[src/rtl/mux_30_to_1_5bits_serializer.sv]
// mux_30_to_1_5bits_serializer: snapshots 30 channel words on start and streams them out over valid/ready, channel 1 first
// Ports: clk, reset (sync, active-high), start (capture request), din_1..din_30 (channel words),
//        dout/sel (streamed word and its channel index), out_valid/out_ready (handshake),
//        busy (capture until last transfer), done (pulse after last transfer)
module mux_30_to_1_5bits_serializer #(
  parameter int DATA_WIDTH = 5,
  parameter int NUM_CH = 30,
  parameter int SEL_WIDTH = 5
) (
  input  logic                  clk,
  input  logic                  reset,
  input  logic                  start,
  input  logic [DATA_WIDTH-1:0] din_1,
  input  logic [DATA_WIDTH-1:0] din_2,
  input  logic [DATA_WIDTH-1:0] din_3,
  input  logic [DATA_WIDTH-1:0] din_4,
  input  logic [DATA_WIDTH-1:0] din_5,
  input  logic [DATA_WIDTH-1:0] din_6,
  input  logic [DATA_WIDTH-1:0] din_7,
  input  logic [DATA_WIDTH-1:0] din_8,
  input  logic [DATA_WIDTH-1:0] din_9,
  input  logic [DATA_WIDTH-1:0] din_10,
  input  logic [DATA_WIDTH-1:0] din_11,
  input  logic [DATA_WIDTH-1:0] din_12,
  input  logic [DATA_WIDTH-1:0] din_13,
  input  logic [DATA_WIDTH-1:0] din_14,
  input  logic [DATA_WIDTH-1:0] din_15,
  input  logic [DATA_WIDTH-1:0] din_16,
  input  logic [DATA_WIDTH-1:0] din_17,
  input  logic [DATA_WIDTH-1:0] din_18,
  input  logic [DATA_WIDTH-1:0] din_19,
  input  logic [DATA_WIDTH-1:0] din_20,
  input  logic [DATA_WIDTH-1:0] din_21,
  input  logic [DATA_WIDTH-1:0] din_22,
  input  logic [DATA_WIDTH-1:0] din_23,
  input  logic [DATA_WIDTH-1:0] din_24,
  input  logic [DATA_WIDTH-1:0] din_25,
  input  logic [DATA_WIDTH-1:0] din_26,
  input  logic [DATA_WIDTH-1:0] din_27,
  input  logic [DATA_WIDTH-1:0] din_28,
  input  logic [DATA_WIDTH-1:0] din_29,
  input  logic [DATA_WIDTH-1:0] din_30,
  output logic [DATA_WIDTH-1:0] dout,
  output logic [SEL_WIDTH-1:0]  sel,
  output logic                  out_valid,
  input  logic                  out_ready,
  output logic                  busy,
  output logic                  done
);
  typedef enum logic [1:0] {IDLE, SEND, FIN} state_t;
  state_t state, state_n;
  logic [DATA_WIDTH-1:0] din [NUM_CH];
  logic [DATA_WIDTH-1:0] mem [NUM_CH];
  logic cap, xfer, last;
  assign din = '{din_1, din_2, din_3, din_4, din_5, din_6, din_7, din_8, din_9, din_10,
                 din_11, din_12, din_13, din_14, din_15, din_16, din_17, din_18, din_19, din_20,
                 din_21, din_22, din_23, din_24, din_25, din_26, din_27, din_28, din_29, din_30};
  always_comb begin
    cap = (state == IDLE) && start;
    xfer = (state == SEND) && out_ready;
    last = sel == SEL_WIDTH'(NUM_CH - 1);
    state_n = state == IDLE ? (start ? SEND : IDLE) :
              state == SEND ? (xfer && last ? FIN : SEND) : IDLE;
  end
  always_ff @(posedge clk) begin
    if (reset) begin
      state <= IDLE;
      sel <= '0;
      dout <= '0;
    end else begin
      state <= state_n;
      if (cap) begin
        sel <= '0;
        dout <= din[0];
      end else if (xfer && !last) begin
        sel <= sel + 1'b1;
        dout <= mem[sel + 1'b1];
      end
    end
  end
  always_ff @(posedge clk) if (cap) mem <= din;
  assign out_valid = state == SEND;
  assign busy = state == SEND;
  assign done = state == FIN;
endmodule

[config.mk]
export PLATFORM = sky130hd
export DESIGN_NAME = mux_30_to_1_5bits_serializer
export DESIGN_NICKNAME = d
export VERILOG_FILES = /design/src/rtl/mux_30_to_1_5bits_serializer.sv
export SDC_FILE = /design/constraint.sdc
export NUM_CORES = 1
export LEC_CHECK = 0
export ABC_AREA = 1
export CELL_PAD_IN_SITES_DETAIL_PLACEMENT = 1
export CELL_PAD_IN_SITES_GLOBAL_PLACEMENT = 1
export CORE_ASPECT_RATIO = 1.5
export CORE_MARGIN = 2
export CORE_UTILIZATION = 36
export CTS_BUF_LIST = sky130_fd_sc_hd__clkbuf_2 sky130_fd_sc_hd__clkbuf_4 sky130_fd_sc_hd__clkbuf_8
export CTS_CLUSTER_DIAMETER = 60
export DETAILED_ROUTE_END_ITERATION = 10
export GPL_ROUTABILITY_DRIVEN = 0
export GPL_TIMING_DRIVEN = 0
export PLACE_DENSITY_LB_ADDON = 0.1
export REMOVE_ABC_BUFFERS = 1
export SLEW_MARGIN = 15
export SYNTH_ARGS = -nofsm -noshare
export SYNTH_HDL_FRONTEND = slang
export SYNTH_SLANG_ARGS = --single-unit
[constraint.sdc]
create_clock -name clk -period 4.95 [get_ports clk]
set_input_delay 0.99 -clock clk [delete_from_list [all_inputs] [get_ports clk]]
set_output_delay 0.99 -clock clk [all_outputs]
set_load 0.05 [all_outputs]
* Word-level counts from Yosys, hierarchy flattened
Index checks and enable logic that the tools add are counted.
** Storage, ports and cells
- Bits in registers :: 162
- Input bits :: 154
- Output and inout bits :: 13
- Logic and storage cells :: 56
** Cells by class
- Add/subtract/negate cells :: 1
- $lt $le $gt $ge :: 1
- Equal/unequal tests :: 3
- Muxes and demuxes :: 9
- Bitwise logic cells :: 1
- Reductions and logical operators :: 8
** Operators with widths (number)
- 5-bit binary-select mux with 5-bit select :: 1
- 5-bit two-way mux :: 4
- 6-bit greater-or-equal comparator, second input constant :: 1
- 2-bit two-way mux :: 3
- 5-bit inverter with 6-bit output :: 1
- 5-bit by 1-bit adder with 5-bit output, second input constant :: 1
- 5-bit == test, second input constant :: 1
- 1-bit logical AND :: 4
- 2-bit by 1-bit == test with 1-bit output, second input constant :: 1
- 2-bit == test, second input constant :: 1
- 2-bit logical NOT :: 1
- 2-bit nonzero test :: 1
- 2-bit OR reduction :: 1
- 1-bit logical NOT :: 1
- 1-bit two-way mux :: 1

* Longest topological paths before layout
Gate-level depths: netlist of run 1.
- Depth in word-level cells :: 7
- Gate-level depth with buffers :: 13

* Worst setup path after synthesis of run 1
No wires, ideal clock.
- Kind :: input-to-reg
- Start :: input start
- End :: register sel[0]
- Library setup time :: 0.123 ns
- Arrival :: 4.723 ns
- Required time :: 4.827 ns
- Path slack :: 0.104 ns
- Stages :: 4
- Path buffers :: 0
- Cells stage by stage :: nand3_1 inv_1 nor2_1 a21boi_0
** Between the ends
- Cells in the longest elaborated chain, start to end :: 2
** RTL lines
- start, declared :: line 12 : input logic start,
- 1-bit logical AND :: line 59 : cap = (state == IDLE) && start;
- named net cap :: line 54 : logic cap, xfer, last;
- 2-bit OR reduction (no line)
- end signal, assigned :: line 76 : sel <= sel + 1'b1;
- end, declared :: line 44 : output logic [SEL_WIDTH-1:0] sel,
The timed path passes the listed nets, and every way through them passes these cells.
A chain may end at the register's enable or synchronous reset.

* Worst setup path after layout of run 1
- Start :: register sel[0]
- End :: output sel[0]
No word-level cell between the ends.

==> metrics.txt, run 1 <==
status=completed; register area share after synthesis=68.32%; CP Class=flip-flop to output pin; GRT overflow=0; nets=992; TritonCTS clock tree=done; Fin. Hold Viols=0; Internal=2.133 mW; Flop pwr share=56.2%; final clock period utilization by the worst path=66.05%; Via density=4.641; CP max FO=40; fmax=0.3059 GHz; detailed-route via count=5133; ANT nets after route=0; number of global-route vias before repair=5702; Worst R2R Start=sel[0]; placed cell area=8885 µm²; Final Critical Period=3.269 ns; CTS sink count=162; Overall Power=2.887 mW; Least-Margin Pin Slew=0.8672 ns; final setup fails=0; P_leak=3.761 nW; mapped cell area=6944 µm²; setup TNS=0 ns; unrepaired setup endpoints after global routing=false; die width=117.4 µm; io pins=167; CORE AREA=19010 µm²; commonest cells in the netlist=250 x nand2_1, 150 x edfxtp_1, 110 x nand3_1; synth warn=0; Crit. Startpoint=sel[0]; relative slew slack=42.19%; Finished Layout Cells=1106; P&R area growth vs syn=32.97%; largest net degree at the start of global routing=92; switching power total=0.7544 mW; fraction of layout instances using a drive strength above 1=5.418%; num rows=62; share of the synthesized area in the top cell type=64.86%; Synth area leaders=edfxtp_1 65%, nand2_1 14%, nand3_1 7.9%; EDFF count, synth=150; critical path launch point type=flip-flop; die area=20440 µm²; hold slack=0.5546 ns; Starting Density=36.54%; max-capacitance violation count=0; Total GRT Usage=18.46%; CTS Buffer Depth=2; initial antenna violation count=1; DRC=0; combinational fraction of design power=13.5%; post-synthesis cell type count=22; most frequent cell after synthesis=nand2_1; post-DP HPWL=12190 µm; switching share of power=26.13%; CTS buffer count=17; type of the worst min-delay path=flip-flop to flip-flop; DR pass1 iterations=4; Place WS=1.745 ns; design area=9234 µm²; final worst setup slack=1.681 ns; Req. time, crit path=3.96 ns; VDD IR-drop max=0.1544 mV; Initial DRC Count=139; hold wc startpoint=sel[1]; clk_skew=0.01369 ns; Final Max Tran Viols=0; global-route wire length before repair=29200 µm; die height=174.1 µm; Post-synth ARST share=0%; ys flop type=edfxtp_1; PostCTS Resize Cnt=0; WP data arrival=2.28 ns; Avg WL per Cell=16.22 µm; Avg Cell Area, Syn=10.26 µm²; post-layout util=48.58%; Max H-tree Level=4; leading area contributor after synthesis=edfxtp_1; post-CTS setup buffer count=0; CTS root buf=clkbuf_8; clock share of power=30.3%; Seq cells post-synth=162; P per Cell Area=312.7 nW/µm²; Placed Cells incl. Taps=1073; Hold Buf Count CTS=0; Worst-Skew Late Latency=0.45 ns; Post-Route WL=17940 µm; I/O Buffers=166; Worst Setup End Kind=output pin; clock-pin slew on the worst setup and hold paths=0.09 ns; synthesized instance count=677
## sequential cells by signal, summed over array words and instances, names as in the netlist
register and count:
mem 150, dout 5, sel 5, state 2
## layer usage
layer | vias to the layer above | track usage [%] | share of wire, % | wire length [µm]
li1 | 2522 | - | - | -
met1 | 2472 | 21.02 | 40 | 7184
met2 | 123 | 34.16 | 54 | 9725
met3 | 16 | 4.134 | 4.3 | 764
met4 | 0 | 5.873 | 1.5 | 268
met5 | - | 0 | 0 | 0
## critical path, stage by stage, from the launching register on
cell             delay [ns]
dfxtp_4                0.68
buf_12                 0.29
clkdlybuf4s50_1        0.84
## cell usage in the layout, fill, tap and decap left out
cell type        netlist  routed
nand2_1              250     250
clkdlybuf4s50_1        0     166
edfxtp_1             150     150
nand3_1              110     110
inv_1                 91      90
clkbuf_8               0      17
dfxtp_1               12      11
a21oi_1               10      10
clkinvlp_4             0       6
nor2_1                 5       5
inv_6                  0       5
clkinv_1               2       4
o21ai_0                4       4
inv_2                  3       2
xor2_2                 2       2
buf_16                 0       2
diode_2                0       1
inv_8                  0       1
inv_4                  0       1
xnor2_4                0       1
nor2_2                 1       1
nor2_4                 1       1
nand4_1                1       1
nand2_2                1       1
a21boi_0               1       1
or2_2                  1       1
ha_2                   0       1
ha_1                   2       1
clkbuf_4               0       1
clkinv_4               0       1
buf_12                 0       1
dfxtp_4                0       1
## cell type report
cell class / count / area [µm²]
Antenna cell: 1 / 2.502
Timing Repair Buffer: 169 / 1737
Clock inverter: 14 / 105.1
Sequential cell: 162 / 4748
Clock buffer: 18 / 241.5
Inverter: 96 / 370.4
Multi-Input combinational cell: 390 / 1709
Fill cell: 2116 / 9772
Tap cell: 256 / 320.3
## final timing paths
path	slack [ns]	to	depth (start not counted)
max	1.68	sel[0]	2
min	0.55	sel[1]	2
max reg2reg	2.08	dout[0]	11
min reg2reg	0.55	sel[1]	2
## logic make-up (layout without fill, tap and decap cells)
family          after synthesis  in the layout  share of synthesized area, %
simple gates                370            370                         22.23
flops                       162            162                         68.32
buf+inv                     125            297                         7.261
compound gates               15             15                         1.117
xor+xnor                      3              3                        0.7027
fa+ha+maj                     2              2                        0.3603
other cells                   0              1                             0
## power by group through the flow
| stage | sequential (mW) | clock (mW) | combinational (mW) |
|---|---|---|---|
| global route | 1.63 | 0.963 | 0.433 |
| finish | 1.62 | 0.876 | 0.389 |
| detailed placement | 1.66 | 0 | 0.396 |
| floorplan | 1.68 | 0 | 0.162 |
| CTS | 1.62 | 0.904 | 0.399 |
| global placement | 1.67 | 0 | 0.373 |
Power figures use the tool's default switching activity.
==> run 2: changes to the inputs <==
--- a/config.mk
+++ b/config.mk
@@ -10,7 +10,7 @@
 export CELL_PAD_IN_SITES_GLOBAL_PLACEMENT = 1
 export CORE_ASPECT_RATIO = 1.5
 export CORE_MARGIN = 2
-export CORE_UTILIZATION = 36
+export CORE_UTILIZATION = 39
 export CTS_BUF_LIST = sky130_fd_sc_hd__clkbuf_2 sky130_fd_sc_hd__clkbuf_4 sky130_fd_sc_hd__clkbuf_8
 export CTS_CLUSTER_DIAMETER = 60
 export DETAILED_ROUTE_END_ITERATION = 10
==> constraint.sdc (replaced) <==
create_clock -name clk -period 3.03 [get_ports clk]
set_input_delay 0.606 -clock clk [delete_from_list [all_inputs] [get_ports clk]]
set_output_delay 0.606 -clock clk [all_outputs]
set_load 0.05 [all_outputs]
==> run 2 against run 1 <==
  * The flow now finishes with violations (design-rule violations)
  * Via count increased by 0.35%
  * Critical path type unchanged
  * Cell count fell by 4.0%
  * Hold slack better by 0.022 ns
==> metrics.txt, run 2 (same netlist as run 1, synthesis figures left out) <==
CP Class=flip-flop to output pin; Place WS=-0.1492 ns (-1.894 ns); CTS sink count=162 (unchanged); fraction of layout instances using a drive strength above 1=5.425% (+0.0064 points); relative slew slack=41.23% (-0.95 points); P&R area growth vs syn=33.01% (about the same); Worst-Skew Late Latency=0.46 ns (about the same); fmax=0.3822 GHz; Post-Route WL=18460 µm (+2.9%); failing checks=design-rule violations; Final Max Tran Viols=0 (unchanged); clk_skew=0.007602 ns (-0.006089 ns); P per Cell Area=523.3 nW/µm² (+67%); Max H-tree Level=4 (unchanged); die width=113.0 µm (-3.8%); Total GRT Usage=20.23% (+1.8 points); largest registers=mem (150), dout (5), sel (5); Req. time, crit path=2.42 ns (-1.54 ns); Starting Density=39.86% (+3.3 points); commonest non-fill, non-tap cell in the layout=nand2_1; GRT overflow=0 (unchanged); type of the worst min-delay path=flip-flop to flip-flop; DR pass1 iterations=7 (+3); ANT nets after route=0 (unchanged); initial antenna violation count=1 (unchanged); CTS buffer count=17 (unchanged); final setup fails=0 (unchanged); CORE AREA=17420 µm² (-8.3%); post-DP HPWL=12380 µm (+1.6%); unrepaired setup endpoints after global routing=false; max-capacitance violation count=0 (unchanged); TritonCTS clock tree=done; Via density=4.850 (+4.5%); die area=18910 µm² (-7.5%); final clock period utilization by the worst path=86.35%; number of global-route vias before repair=5568 (-2.4%); Least-Margin Pin Slew=0.8815 ns (+0.01426 ns); global-route wire length before repair=29000 µm (-0.68%); clock-pin slew on the worst setup and hold paths=0.08 ns (about the same); I/O Buffers=166 (unchanged); DRC=10 (+10); number of flip-flops in the largest register=150 (unchanged); VDD IR-drop max=0.2737 mV (+77%); P_leak=3.797 nW (+0.94%); detailed-route via count=5151 (+0.35%); Avg WL per Cell=17.38 µm (+7.2%); Initial DRC Count=268 (+93%); placed cell area=8838 µm² (-0.52%); io pins=167 (unchanged); nets=992 (unchanged); CTS Buffer Depth=2 (unchanged); Final Critical Period=2.616 ns; Worst Setup End Kind=output pin; critical path launch point type=flip-flop; num rows=59 (-4.8%); Biggest register=mem; WP data arrival=2.01 ns (-0.27 ns); most frequent cells in the layout=250 x nand2_1, 166 x clkdlybuf4s50_1, 150 x edfxtp_1; largest net degree at the start of global routing=85 (-7.6%); Fin. Hold Viols=0 (unchanged); CTS root buf=clkbuf_8; CP max FO=4 (-90%); die height=167.4 µm (-3.8%); design area=9236 µm² (about the same); status=finished with violations; Hold Buf Count CTS=0 (unchanged); final worst setup slack=0.4136 ns (-1.267 ns)
[run 2: report_power, final]
| part | switching (mW) | leakage (nW) | internal [mW] |
|---|---|---|---|
| Combinational | 0.347 | 2.08 | 0.301 |
| Sequential | 0.0449 | 1.53 | 2.60 |
| Clock | 0.791 | 0.186 | 0.746 |
| Total | 1.18 | 3.80 | 3.65 |
[run 2: critical path, cell delays in order (launching register included)]
cell and delay, ns:
dfxtp_1 0.33, inv_1 0.05, nor2_1 0.28, clkdlybuf4s50_1 0.89
[run 2: worst paths after layout]
| check | slack, ns | cells past startpoint | start | endpoint |
|---|---|---|---|---|
| worst max-delay path | 0.41 | 3 | state[0] | busy |
| worst min-delay path | 0.58 | 4 | dout[4] | dout[4] |
| worst max register to register | 0.42 | 8 | sel[0] | dout[2] |
| worst min register to register | 0.58 | 4 | dout[4] | dout[4] |
[run 2: per-stage QoR]
stage          hold WS, ns  cells  power, mW  utilization, %  setup TNS (ns)
2_1_floorplan       0.6316    648      3.003               -         -203.83
3_3_place_gp        0.5035   1027      3.332           50.10         -466.49
3_5_place_dp        0.5326   1030      3.354           50.73         -0.3781
4_1_cts             0.5541   1061      4.883           52.88               0
5_1_grt             0.6226   1062      5.036           53.02               0
6_report            0.5768   1062      4.834           53.02               0
[run 2: per-layer routing]
layer	wire length (µm)	global-route usage (%)	share of wire, %
met3	946	4.886	5.1
met5	0	0	0
met2	9902	36.80	54
met4	352	6.946	1.9
met1	7260	23.04	39
[run 2: area by class of cell]
class,count,area (µm²)
Antenna cell,1,2.502
Clock buffer,20,256.5
Clock inverter,11,115.1
Fill cell,1902,8185
Inverter,96,372.9
Multi-Input combinational cell,390,1730
Sequential cell,162,4748
Tap cell,213,266.5
Timing Repair Buffer,169,1744
[run 2: timing repair]
action / CTS / global route
buffers inserted: 0 / 0
gates resized for setup: 1 / 2
endpoints found under the setup margin: 5 / 5
